<file path="config.mk">
export PLATFORM = sky130hd
export DESIGN_NAME = mac_unit_pragmatic_seq_flat
export DESIGN_NICKNAME = d
export VERILOG_FILES = /design/src/rtl/mac_unit_pragmatic_seq_pkg.sv /design/src/rtl/mac_unit_pragmatic_seq_if.sv /design/src/rtl/mac_unit_pragmatic_seq_lane.sv /design/src/rtl/mac_unit_pragmatic_seq.sv /design/src/flat_wrapper.sv
export SDC_FILE = /design/constraint.sdc
export NUM_CORES = 1
export LEC_CHECK = 0
export ABC_CLOCK_PERIOD_IN_PS = 19200
export CAP_MARGIN = 20
export CORE_MARGIN = 3
export CORE_UTILIZATION = 60
export DETAILED_ROUTE_END_ITERATION = 7
export PLACE_DENSITY = 0.85
export SETUP_SLACK_MARGIN = 0.15
export SYNTH_ARGS = -nofsm -noshare
export SYNTH_HDL_FRONTEND = slang
export SYNTH_SLANG_ARGS = --single-unit
</file>
<file path="constraint.sdc">
create_clock -name clk -period 19.2 [get_ports clk]
set_clock_uncertainty 0.15 [all_clocks]
set_input_delay 5.76 -clock clk [delete_from_list [all_inputs] [get_ports clk]]
set_output_delay 5.76 -clock clk [all_outputs]
set_load 0.02 [all_outputs]
</file>
<file path="src/rtl/mac_unit_pragmatic_seq_pkg.sv">
// Shared width helpers and control typedefs for the pipelined Pragmatic MAC.
package mac_unit_pragmatic_seq_pkg;

   // A lane term is the activation widened by one sign bit, then shifted by
   // at most 2^SHIFT_WIDTH-1 positions.
   function automatic int lane_w(input int data_w, input int shift_w);
      return data_w + (1 << shift_w);
   endfunction

   // Each adder-tree level grows the operand by one bit.
   function automatic int tree_w(input int lane_width, input int vec_len);
      return lane_width + $clog2(vec_len);
   endfunction

   // Per-dot-product mode, captured from the first term only.
   typedef struct packed {
      logic load_accum;
      logic is_pooling;
   } mode_t;

endpackage

</file>
<file path="src/rtl/mac_unit_pragmatic_seq_if.sv">
// Term-input and result-output bundle of the Pragmatic MAC.
interface mac_unit_pragmatic_seq_if #(
   parameter int DATA_WIDTH   = 8,
   parameter int VEC_LENGTH   = 16,
   parameter int SHIFT_WIDTH  = 3,
   parameter int RESULT_WIDTH = 2 * DATA_WIDTH,
   parameter int CNT_WIDTH    = 8
);
   logic                                   in_valid;
   logic                                   in_ready;
   logic                                   in_last;
   logic [VEC_LENGTH-1:0][DATA_WIDTH-1:0]  act_in;
   logic [VEC_LENGTH-1:0][SHIFT_WIDTH-1:0] w_idx;
   logic [VEC_LENGTH-1:0]                  w_en;
   logic [VEC_LENGTH-1:0]                  is_neg;
   logic                                   load_accum;
   logic                                   is_pooling;
   logic [RESULT_WIDTH-1:0]                result_prev;
   logic                                   out_valid;
   logic                                   out_ready;
   logic [RESULT_WIDTH-1:0]                result;
   logic [CNT_WIDTH-1:0]                   term_cnt;

   // Producer of terms and consumer of results.
   modport master (
      output in_valid, in_last, act_in, w_idx, w_en, is_neg,
             load_accum, is_pooling, result_prev, out_ready,
      input  in_ready, out_valid, result, term_cnt
   );

   // The MAC itself.
   modport slave (
      input  in_valid, in_last, act_in, w_idx, w_en, is_neg,
             load_accum, is_pooling, result_prev, out_ready,
      output in_ready, out_valid, result, term_cnt
   );
endinterface

</file>
<file path="src/rtl/mac_unit_pragmatic_seq_lane.sv">
// One Pragmatic lane: optional negate, shift by the essential-bit index, gate.
module mac_unit_pragmatic_seq_lane
   import mac_unit_pragmatic_seq_pkg::*;
#(
   parameter  int DATA_WIDTH  = 8,
   parameter  int SHIFT_WIDTH = 3,
   localparam int LANE_W      = lane_w(DATA_WIDTH, SHIFT_WIDTH)
) (
   input  logic signed [DATA_WIDTH-1:0]  act_i,
   input  logic        [SHIFT_WIDTH-1:0] shift_i,
   input  logic                          en_i,
   input  logic                          neg_i,
   output logic signed [LANE_W-1:0]      term_o
);

   logic signed [DATA_WIDTH:0] act_wide;
   logic signed [DATA_WIDTH:0] act_sgn;
   logic signed [LANE_W-1:0]   act_ext;

   // Widen before negating so the most negative activation flips exactly.
   always_comb begin
      act_wide = {act_i[DATA_WIDTH-1], act_i};
      act_sgn  = neg_i ? -act_wide : act_wide;
      act_ext  = {{(LANE_W-DATA_WIDTH-1){act_sgn[DATA_WIDTH]}}, act_sgn};
      term_o   = en_i ? (act_ext << shift_i) : '0;
   end

endmodule

</file>
<file path="src/rtl/mac_unit_pragmatic_seq.sv">
// Pipelined Pragmatic MAC: lanes + adder tree (S1), accumulate (S2), result
// register with optional max-pooling, valid/ready on both sides.
module mac_unit_pragmatic_seq
   import mac_unit_pragmatic_seq_pkg::*;
#(
   parameter int DATA_WIDTH   = 8,
   parameter int VEC_LENGTH   = 16,
   parameter int SHIFT_WIDTH  = 3,
   parameter int ACC_WIDTH    = DATA_WIDTH + 16,
   parameter int RESULT_WIDTH = 2 * DATA_WIDTH,
   parameter int CNT_WIDTH    = 8
) (
   input logic                     clk,
   input logic                     reset,
   mac_unit_pragmatic_seq_if.slave bus
);

   localparam int LANE_W = lane_w(DATA_WIDTH, SHIFT_WIDTH);
   localparam int TREE_W = tree_w(LANE_W, VEC_LENGTH);
   localparam int LEVELS = $clog2(VEC_LENGTH);
   localparam int PAD_W  = ACC_WIDTH - RESULT_WIDTH;

   function automatic logic [CNT_WIDTH-1:0] sat_inc(input logic [CNT_WIDTH-1:0] c);
      return (&c) ? c : c + 1'b1;
   endfunction

   function automatic logic signed [RESULT_WIDTH-1:0] signed_max(
      input logic signed [RESULT_WIDTH-1:0] a,
      input logic signed [RESULT_WIDTH-1:0] b);
      return (a > b) ? a : b;
   endfunction

   logic signed [LANE_W-1:0] lane_term [VEC_LENGTH];
   logic signed [TREE_W-1:0] tree_sum;

   for (genvar i = 0; i < VEC_LENGTH; i++) begin : g_lane
      mac_unit_pragmatic_seq_lane #(
         .DATA_WIDTH (DATA_WIDTH),
         .SHIFT_WIDTH(SHIFT_WIDTH)
      ) u_lane (
         .act_i  (bus.act_in[i]),
         .shift_i(bus.w_idx[i]),
         .en_i   (bus.w_en[i]),
         .neg_i  (bus.is_neg[i]),
         .term_o (lane_term[i])
      );
   end

   // Adder tree: level lv holds VEC_LENGTH>>lv nodes, one bit wider per level.
   for (genvar lv = 0; lv <= LEVELS; lv++) begin : g_lvl
      logic signed [LANE_W+lv-1:0] node [VEC_LENGTH >> lv];
      if (lv == 0) begin : g_leaf
         for (genvar n = 0; n < VEC_LENGTH; n++) begin : g_n
            assign node[n] = lane_term[n];
         end
      end else begin : g_add
         for (genvar n = 0; n < (VEC_LENGTH >> lv); n++) begin : g_n
            assign node[n] =
               {g_lvl[lv-1].node[2*n][LANE_W+lv-2],   g_lvl[lv-1].node[2*n]} +
               {g_lvl[lv-1].node[2*n+1][LANE_W+lv-2], g_lvl[lv-1].node[2*n+1]};
         end
      end
   end

   assign tree_sum = g_lvl[LEVELS].node[0];

   logic adv;
   logic accept;

   // S1 state
   logic signed [TREE_W-1:0]       psum_q;
   logic                           v1_q;
   logic                           l1_q;
   logic                           f1_q;
   logic                           first_q;
   mode_t                          mode_q;
   logic signed [RESULT_WIDTH-1:0] rprev_q;

   // S2 / output state
   logic signed [ACC_WIDTH-1:0]    acc_q;
   logic        [CNT_WIDTH-1:0]    cnt_q;
   logic                           out_valid_q;
   logic signed [RESULT_WIDTH-1:0] result_q;
   logic        [CNT_WIDTH-1:0]    term_cnt_q;

   logic signed [ACC_WIDTH-1:0]    base;
   logic signed [ACC_WIDTH-1:0]    psum_ext;
   logic signed [ACC_WIDTH-1:0]    acc_d;
   logic        [CNT_WIDTH-1:0]    cnt_d;
   logic signed [RESULT_WIDTH-1:0] acc_top;
   logic signed [RESULT_WIDTH-1:0] result_d;

   assign adv    = !(out_valid_q && !bus.out_ready);
   assign accept = bus.in_valid && adv;

   // ---- S1: register the tree sum and the term's framing bits ----
   // Capture a term on acceptance; the first term of a product also latches the mode.
   always_ff @(posedge clk) begin
      if (reset) begin
         psum_q  <= '0;
         v1_q    <= 1'b0;
         l1_q    <= 1'b0;
         f1_q    <= 1'b0;
         first_q <= 1'b1;
         mode_q  <= '0;
         rprev_q <= '0;
      end else if (adv) begin
         v1_q <= accept;
         if (accept) begin
            psum_q  <= tree_sum;
            l1_q    <= bus.in_last;
            f1_q    <= first_q;
            first_q <= bus.in_last;
            if (first_q) begin
               mode_q.load_accum <= bus.load_accum;
               mode_q.is_pooling <= bus.is_pooling;
               rprev_q           <= bus.result_prev;
            end
         end
      end
   end

   // Next accumulator, term count and candidate result for the term in S1.
   always_comb begin
      base     = mode_q.load_accum ? {rprev_q, {PAD_W{1'b0}}} : '0;
      psum_ext = {{(ACC_WIDTH-TREE_W){psum_q[TREE_W-1]}}, psum_q};
      acc_d    = (f1_q ? base : acc_q) + psum_ext;
      cnt_d    = f1_q ? CNT_WIDTH'(1) : sat_inc(cnt_q);
      acc_top  = acc_d[ACC_WIDTH-1 -: RESULT_WIDTH];
      result_d = mode_q.is_pooling ? signed_max(acc_top, rprev_q) : acc_top;
   end

   // ---- S2: accumulate across terms (wraps, no saturation) ----
   // Fold the registered partial sum into the running accumulator.
   always_ff @(posedge clk) begin
      if (reset) begin
         acc_q <= '0;
         cnt_q <= '0;
      end else if (v1_q && adv) begin
         acc_q <= acc_d;
         cnt_q <= cnt_d;
      end
   end

   // ---- Output register: loaded by a last term, cleared when consumed ----
   // Publish a finished dot product; hold everything while the consumer stalls.
   always_ff @(posedge clk) begin
      if (reset) begin
         out_valid_q <= 1'b0;
         result_q    <= '0;
         term_cnt_q  <= '0;
      end else if (adv) begin
         out_valid_q <= v1_q && l1_q;
         if (v1_q && l1_q) begin
            result_q   <= result_d;
            term_cnt_q <= cnt_d;
         end
      end
   end

   assign bus.in_ready  = adv;
   assign bus.out_valid = out_valid_q;
   assign bus.result    = result_q;
   assign bus.term_cnt  = term_cnt_q;

endmodule

</file>
<file path="src/flat_wrapper.sv">
// flat-port wrapper written by rule: the top's interface ports become plain ports
module mac_unit_pragmatic_seq_flat import mac_unit_pragmatic_seq_pkg::*;
#(
   parameter int DATA_WIDTH   = 8,
   parameter int VEC_LENGTH   = 16,
   parameter int SHIFT_WIDTH  = 3,
   parameter int ACC_WIDTH    = DATA_WIDTH + 16,
   parameter int RESULT_WIDTH = 2 * DATA_WIDTH,
   parameter int CNT_WIDTH    = 8
)
  (clk, reset, bus_in_valid, bus_in_last, bus_act_in, bus_w_idx, bus_w_en, bus_is_neg, bus_load_accum, bus_is_pooling, bus_result_prev, bus_out_ready, bus_in_ready, bus_out_valid, bus_result, bus_term_cnt);
  mac_unit_pragmatic_seq_if #(.DATA_WIDTH(DATA_WIDTH), .VEC_LENGTH(VEC_LENGTH), .SHIFT_WIDTH(SHIFT_WIDTH), .RESULT_WIDTH(RESULT_WIDTH), .CNT_WIDTH(CNT_WIDTH)) bus_i ();
  input logic clk;
  input logic reset;
  input wire logic [$bits(bus_i.in_valid)-1:0] bus_in_valid;
  input wire logic [$bits(bus_i.in_last)-1:0] bus_in_last;
  input wire logic [$bits(bus_i.act_in)-1:0] bus_act_in;
  input wire logic [$bits(bus_i.w_idx)-1:0] bus_w_idx;
  input wire logic [$bits(bus_i.w_en)-1:0] bus_w_en;
  input wire logic [$bits(bus_i.is_neg)-1:0] bus_is_neg;
  input wire logic [$bits(bus_i.load_accum)-1:0] bus_load_accum;
  input wire logic [$bits(bus_i.is_pooling)-1:0] bus_is_pooling;
  input wire logic [$bits(bus_i.result_prev)-1:0] bus_result_prev;
  input wire logic [$bits(bus_i.out_ready)-1:0] bus_out_ready;
  output wire logic [$bits(bus_i.in_ready)-1:0] bus_in_ready;
  output wire logic [$bits(bus_i.out_valid)-1:0] bus_out_valid;
  output wire logic [$bits(bus_i.result)-1:0] bus_result;
  output wire logic [$bits(bus_i.term_cnt)-1:0] bus_term_cnt;
  assign bus_i.in_valid = bus_in_valid;
  assign bus_i.in_last = bus_in_last;
  assign bus_i.act_in = bus_act_in;
  assign bus_i.w_idx = bus_w_idx;
  assign bus_i.w_en = bus_w_en;
  assign bus_i.is_neg = bus_is_neg;
  assign bus_i.load_accum = bus_load_accum;
  assign bus_i.is_pooling = bus_is_pooling;
  assign bus_i.result_prev = bus_result_prev;
  assign bus_i.out_ready = bus_out_ready;
  assign bus_in_ready = bus_i.in_ready;
  assign bus_out_valid = bus_i.out_valid;
  assign bus_result = bus_i.result;
  assign bus_term_cnt = bus_i.term_cnt;
  mac_unit_pragmatic_seq #(.DATA_WIDTH(DATA_WIDTH), .VEC_LENGTH(VEC_LENGTH), .SHIFT_WIDTH(SHIFT_WIDTH), .ACC_WIDTH(ACC_WIDTH), .RESULT_WIDTH(RESULT_WIDTH), .CNT_WIDTH(CNT_WIDTH)) u_core (.clk(clk), .reset(reset), .bus(bus_i));
endmodule
</file>
# After elaboration in Yosys (flattened, before gate mapping)
# Cells that the tools add are included.
[classes] shift=16 n_mux=38 n_bitwise=1 order_cmp=1 reduce_logical=10 n_addsub=33
[op_table] operator="16-bit two-way mux" count=18
[op_table] operator="16-bit by 3-bit << shifter with 16-bit output" count=16
[op_table] operator="9-bit two-way mux" count=16
[op_table] operator="8-bit negation with 9-bit output" count=16
[op_table] operator="16-bit by 16-bit adder with 17-bit output" count=8
[op_table] operator="17-bit by 17-bit adder with 18-bit output" count=4
[op_table] operator="24-bit two-way mux" count=2
[op_table] operator="18-bit by 18-bit adder with 19-bit output" count=2
[op_table] operator="24-bit by 20-bit adder with 24-bit output" count=1
[op_table] operator="19-bit by 19-bit adder with 20-bit output" count=1
[op_table] operator="16-bit > comparator" count=1
[op_table] operator="8-bit two-way mux" count=2
[op_table] operator="8-bit by 1-bit adder with 8-bit output, second input constant" count=1
[op_table] operator="8-bit AND reduction" count=1
[op_table] operator="1-bit logical AND" count=4
[op_table] operator="2-bit AND reduction" count=2
[op_table] operator="3-bit AND reduction" count=1
[op_table] operator="1-bit logical NOT" count=2
[op_table] operator="1-bit inverter" count=1
[word_totals] input_bits=231 elab_cells=112 reg_bits=99 out_inout_bits=26

# Depth between registers and ports, before layout
[logic_depth] ltp_word=8 depth_mapped=29 mapped_depth_nobuf=29

# Modules after synthesis
# From an unflattened synthesis, not the netlist that was laid out.
[hier_totals] hier_cells=3483 area_unflattened_um2=25539.5
[modules_own_cells] module="mac_unit_pragmatic_seq_lane" seq_area_each_um2=0.0 cells_each=125 instances=16 area_per_inst_um2=803.3
[modules_own_cells] module="mac_unit_pragmatic_seq" seq_area_each_um2=1981.9 cells_each=1483 instances=1 area_per_inst_um2=12687.2

# Least setup slack after synthesis
# No wires, ideal clock.
[synth_path] path_kind="in2reg" start="in bus_act_in[34]" end="reg u_core.psum_q[18]" t_required_ns=18.963 arrival_ns=12.255 setup_slack_ns=6.708 n_path_buf=1 setup_time_ns=0.087 cell_stages=23 path_cell_list="clkbuf_1 > or4_1 > o31ai_1 > xor2_1 > mux2_2 > a311o_1 > fa_1 > inv_1 > fa_1 > fa_1 > fa_1 > fa_1 > inv_1 > fa_1 > inv_1 > ha_1 > a21o_1 > a21o_1 > or3_1 > nor3_1 > o31ai_1 > xnor2_1 > o31ai_1"
[synth_via] elab_chain_len=8
[synth_lines] element="from (decl)" line_no="flat_wrapper.sv:17" rtl="input wire logic [$bits(bus_i.act_in)-1:0] bus_act_in;"
[synth_lines] element="8-bit negation with 9-bit output" line_no="mac_unit_pragmatic_seq_lane.sv:23" rtl="act_sgn = neg_i ? -act_wide : act_wide;"
[synth_lines] element="9-bit two-way mux (*)" line_no="mac_unit_pragmatic_seq_lane.sv:23"
[synth_lines] element="16-bit by 3-bit << shifter with 16-bit output (*)" line_no="mac_unit_pragmatic_seq_lane.sv:25" rtl="term_o = en_i ? (act_ext << shift_i) : '0;"
[synth_lines] element="16-bit two-way mux (*)" line_no="mac_unit_pragmatic_seq_lane.sv:25"
[synth_lines] element="16-bit by 16-bit adder with 17-bit output (*)" line_no="mac_unit_pragmatic_seq.sv:59" rtl="{g_lvl[lv-1].node[2*n][LANE_W+lv-2], g_lvl[lv-1].node[2*n]} +"
[synth_lines] element="17-bit by 17-bit adder with 18-bit output (*)" line_no="mac_unit_pragmatic_seq.sv:59"
[synth_lines] element="18-bit by 18-bit adder with 19-bit output (*)" line_no="mac_unit_pragmatic_seq.sv:59"
[synth_lines] element="19-bit by 19-bit adder with 20-bit output (*)" line_no="mac_unit_pragmatic_seq.sv:59"
[synth_lines] element="to (signal assigned)" line_no="mac_unit_pragmatic_seq.sv:110" rtl="psum_q <= tree_sum;"
[synth_lines] element="to (decl)" line_no="mac_unit_pragmatic_seq.sv:71" rtl="logic signed [TREE_W-1:0] psum_q;"
# Every way passes the cells marked *; elsewhere a longest branch is shown, timed or not.
# A chain may end at the register's enable or synchronous reset.

# Worst setup path in the final report
[layout_path] start="in bus_act_in[34]" end="reg u_core.psum_q[15]"
# The elaborated chain is that of the path after synthesis.

==> impl_results.md <==
- Worst min path class: reg2reg
- Kind of critical path: in2reg
- Most common flop cell mapped by yosys: sky130_fd_sc_hd__dfxtp_1
- Wire per inst: 17.2 um
- Number of cells in the design after placement: 3,302
- Synth top area cells: sky130_fd_sc_hd__fa_1 23%, sky130_fd_sc_hd__dfxtp_1 9.6%, sky130_fd_sc_hd__nand2_1 7.4%
- Number of clock buffers inserted by TritonCTS: 9
- Mean area per synthesized cell: 7.53 sq um
- Arr. time, crit path: approximately 13 ns
- FILL cells: roughly 2,800
- Final non-filler cell total: about 3,300
- Final critical delay including setup and external delays: 13.22 ns
- Die height: 191 um
- Post-route total power: 4.54 mW
- Maximum number of pins on one net before global-route repair: 54
- Worst-case setup margin in the final layout: 5.98 ns
- Clock Tree Root: sky130_fd_sc_hd__clkbuf_16
- Count of final hold-check violations: 0
- Cell with the largest stage delay on the worst path: sky130_fd_sc_hd__or4_1
- Synthesized instance count: 2,737
- Biggest fanout along the worst timing path: 8
- Dominant cell type by count on the critical path: sky130_fd_sc_hd__fa_1
- Worst slack at placement: around 5.7 ns
- Layout-stage area growth over the synthesis result: 14.3%
- Detailed-route vias per instance: 5.81
- Syn Nets: 3,282
- Smallest hold slack: 0.308 ns
- Setup violations, final: 0
- Total die area: 36,600 sq um
- Post-synthesis cell type count: 68
- Wire length of the first global-routing pass: 92,100 um
- Clock Latency Late Sink: 0.36 ns
- Die X-Extent: 191 um
- Total overflow reported by the global router: 0
- CTS HTree Levels: 3
- Net count reported at finish: 3,411
- Critical path buffers and inverters: 5
- Buffers from clock root to sink, at most: 2
- Lkg Pwr: around 10 nW
- Reg clk slew, reported paths: approximately 0.080 ns
- Most instantiated cells after synthesis: 409 x sky130_fd_sc_hd__nand2_1, 312 x sky130_fd_sc_hd__inv_1, 233 x sky130_fd_sc_hd__fa_1
- Number of flops mapped to enable cells by yosys: 0
- Power per cell area: approximately 190 nW/um^2
- Asr flop ratio synth: 0
- Most common cell in the netlist: sky130_fd_sc_hd__nand2_1
- Yosys Warn Count: 0
- Initial Util: 0.612
- Kind of capture point of the worst setup path: flop
- Remaining antenna violation count after routing: 0
- Top-level port count: 257
- Area of the mapped netlist: slightly above 20,000 sq um
- Area of all sequential standard cells: between 1500 and 2000 sq um
- Max IR drop VDD: 433 uV
- Estimated wirelength of the detail-placed design: 48,100 um
- I/O Buffers: 256
- PostCTS Resize Cnt: 0
- Fraction of final layout cells with drive strength greater than 1: 0.0317
- CTS sink count: 99
- Run status: finished, final reports clean
- Global routing usage summed across all routing layers: 0.307
- Vias in the first global route: approximately 19,000
- Ratio of final minimum period to clock period: 0.688
- Crit-path max cell delay: 0.57 ns
- Placement row count: 67
- Placer congestion estimate: 0.980
- Sum Neg Setup Slack: 0 ns
- Max-Cap Viols: 0
- WP data required: between 15 and 20 ns
- Kind of start point of the critical path: primary input
- Setup Buffers After CTS: 0
- Max-Slew Margin vs Limit: 0.351
- Number of slew-limit violations in the final report: 0
- Routed wire length: 57,000 um
- Post-CTS Hold Buffers: 0
- Worst-margin pin slew: 0.973 ns
- Flops & latches, synth: ~100
- Maximum clock frequency: 75.7 MHz
- Seq/Total Area, Yosys: 0.0961
- DR DRC count: 0
- Yosys top cell by area: sky130_fd_sc_hd__fa_1
- Multi-input combinational cell area: 16,900 sq um
- Post-synth top area share: 0.226
- Count of vias placed by the detailed router: 19,300
- Unrepaired setup endpoints after global routing: false
- TritonCTS clock tree: yes
- Violation count after the first detailed-route iteration: 1,275
- Number of iterations in the first detailed-routing pass: 5
- Initial antenna violation count: 0
- Core ar.: 33,700 sq um
- Ant diodes: 0
- Top Family by Delay on Critical Path: adder cells
[state kept, by name, indices dropped and copies added, names as in the netlist]
name / count
u_core.cnt_q: 8
u_core.bus.out_valid: 1
u_core.bus.term_cnt: 8
u_core.v1_q: 1
u_core.acc_q: 24
u_core.bus.result: 16
u_core.rprev_q: 16
u_core.mode_q: 2
u_core.psum_q: 20
u_core.f1_q: 1
u_core.first_q: 1
u_core.l1_q: 1
[layout make-up]
| type | instances | share of cell area |
|---|---|---|
| Clock buffer | 9 | 0.00955 |
| Clock inverter | 7 | 0.00334 |
| Inverter | 322 | 0.0513 |
| Multi-Input combinational cell | 2172 | 0.717 |
| Sequential cell | 99 | 0.0841 |
| Tap cell | 448 | 0.0238 |
| Timing Repair Buffer | 262 | 0.111 |
[stage by stage]
stage	area (sq um)	util
detailed placement	23200	0.690
finish	23600	0.700
CTS	23500	0.699
global placement	23200	0.690
floorplan	20600	-
global route	23600	0.700
[worst paths after layout]
path                          from                     to  slack, ns  cells after the start
setup / recovery    bus_act_in[34]      u_core.psum_q[15]       5.98                     28
hold / removal    u_core.acc_q[18]       u_core.acc_q[18]       0.31                      2
hold reg to reg   u_core.acc_q[18]       u_core.acc_q[18]       0.31                      2
setup reg to reg       u_core.f1_q  u_core.bus.result[13]      13.27                     20
[tightest hold or removal path, stage by stage, from the launching register on]
cell and delay, ns:
sky130_fd_sc_hd__dfxtp_1 0.31, sky130_fd_sc_hd__nand2_1 0.05, sky130_fd_sc_hd__a21oi_1 0.05
[cell families after synthesis]
| logic type | Yosys count | share of synthesized area |
|---|---|---|
| AND/OR/NAND/NOR | 857 | 0.186 |
| AO/OA/AOI/OAI | 681 | 0.206 |
| buffers and inverters | 466 | 0.0849 |
| adder cells (fa/ha/maj) | 314 | 0.275 |
| multiplexers | 187 | 0.0952 |
| XOR/XNOR | 133 | 0.0565 |
| flip-flops | 99 | 0.0961 |
[power breakdown]
part	leakage (nW)	internal [mW]	switching (mW)
logic	9.33	1.81	2.30
clock network	0.148	0.0928	0.0910
registers	0.808	0.240	0.0174
total	10.3	2.14	2.40
[layer usage]
layer  up-vias  share of wire  GRT usage
li1       9458              -          -
met4         0          0.022     0.0624
met1      9119           0.43      0.405
met5         -              0          0
met3        82          0.065     0.0480
met2       634           0.48      0.536
[layout by cell type (no fill, tap or decap), types with 9 or more instances in the layout]
master,netlist,layout
sky130_fd_sc_hd__nand2_1,409,409
sky130_fd_sc_hd__inv_1,312,312
sky130_fd_sc_hd__clkdlybuf4s50_1,0,255
sky130_fd_sc_hd__fa_1,233,233
sky130_fd_sc_hd__a21oi_1,203,203
sky130_fd_sc_hd__nor2_1,180,180
sky130_fd_sc_hd__mux2i_1,123,123
sky130_fd_sc_hd__o21ai_1,115,115
sky130_fd_sc_hd__dfxtp_1,99,99
sky130_fd_sc_hd__ha_1,81,81
sky130_fd_sc_hd__o21ai_0,78,78
sky130_fd_sc_hd__xnor2_1,68,68
sky130_fd_sc_hd__xor2_1,65,65
sky130_fd_sc_hd__o211ai_1,59,59
sky130_fd_sc_hd__mux2_2,59,59
sky130_fd_sc_hd__nor2b_1,50,50
sky130_fd_sc_hd__nand3_1,49,49
sky130_fd_sc_hd__a21o_1,43,43
sky130_fd_sc_hd__nand2b_1,38,38
sky130_fd_sc_hd__a211oi_1,34,34
sky130_fd_sc_hd__and2_1,34,34
sky130_fd_sc_hd__o31ai_1,29,29
sky130_fd_sc_hd__nor3_1,26,26
sky130_fd_sc_hd__o211a_1,21,21
sky130_fd_sc_hd__or3_1,17,17
sky130_fd_sc_hd__a31oi_1,16,16
sky130_fd_sc_hd__o21a_1,13,13
sky130_fd_sc_hd__o41ai_1,13,13
sky130_fd_sc_hd__o21bai_1,11,11
sky130_fd_sc_hd__o31a_1,11,11
sky130_fd_sc_hd__or2_1,10,10
sky130_fd_sc_hd__clkbuf_16,0,9
Note: power is estimated with default switching activity, not from simulation.
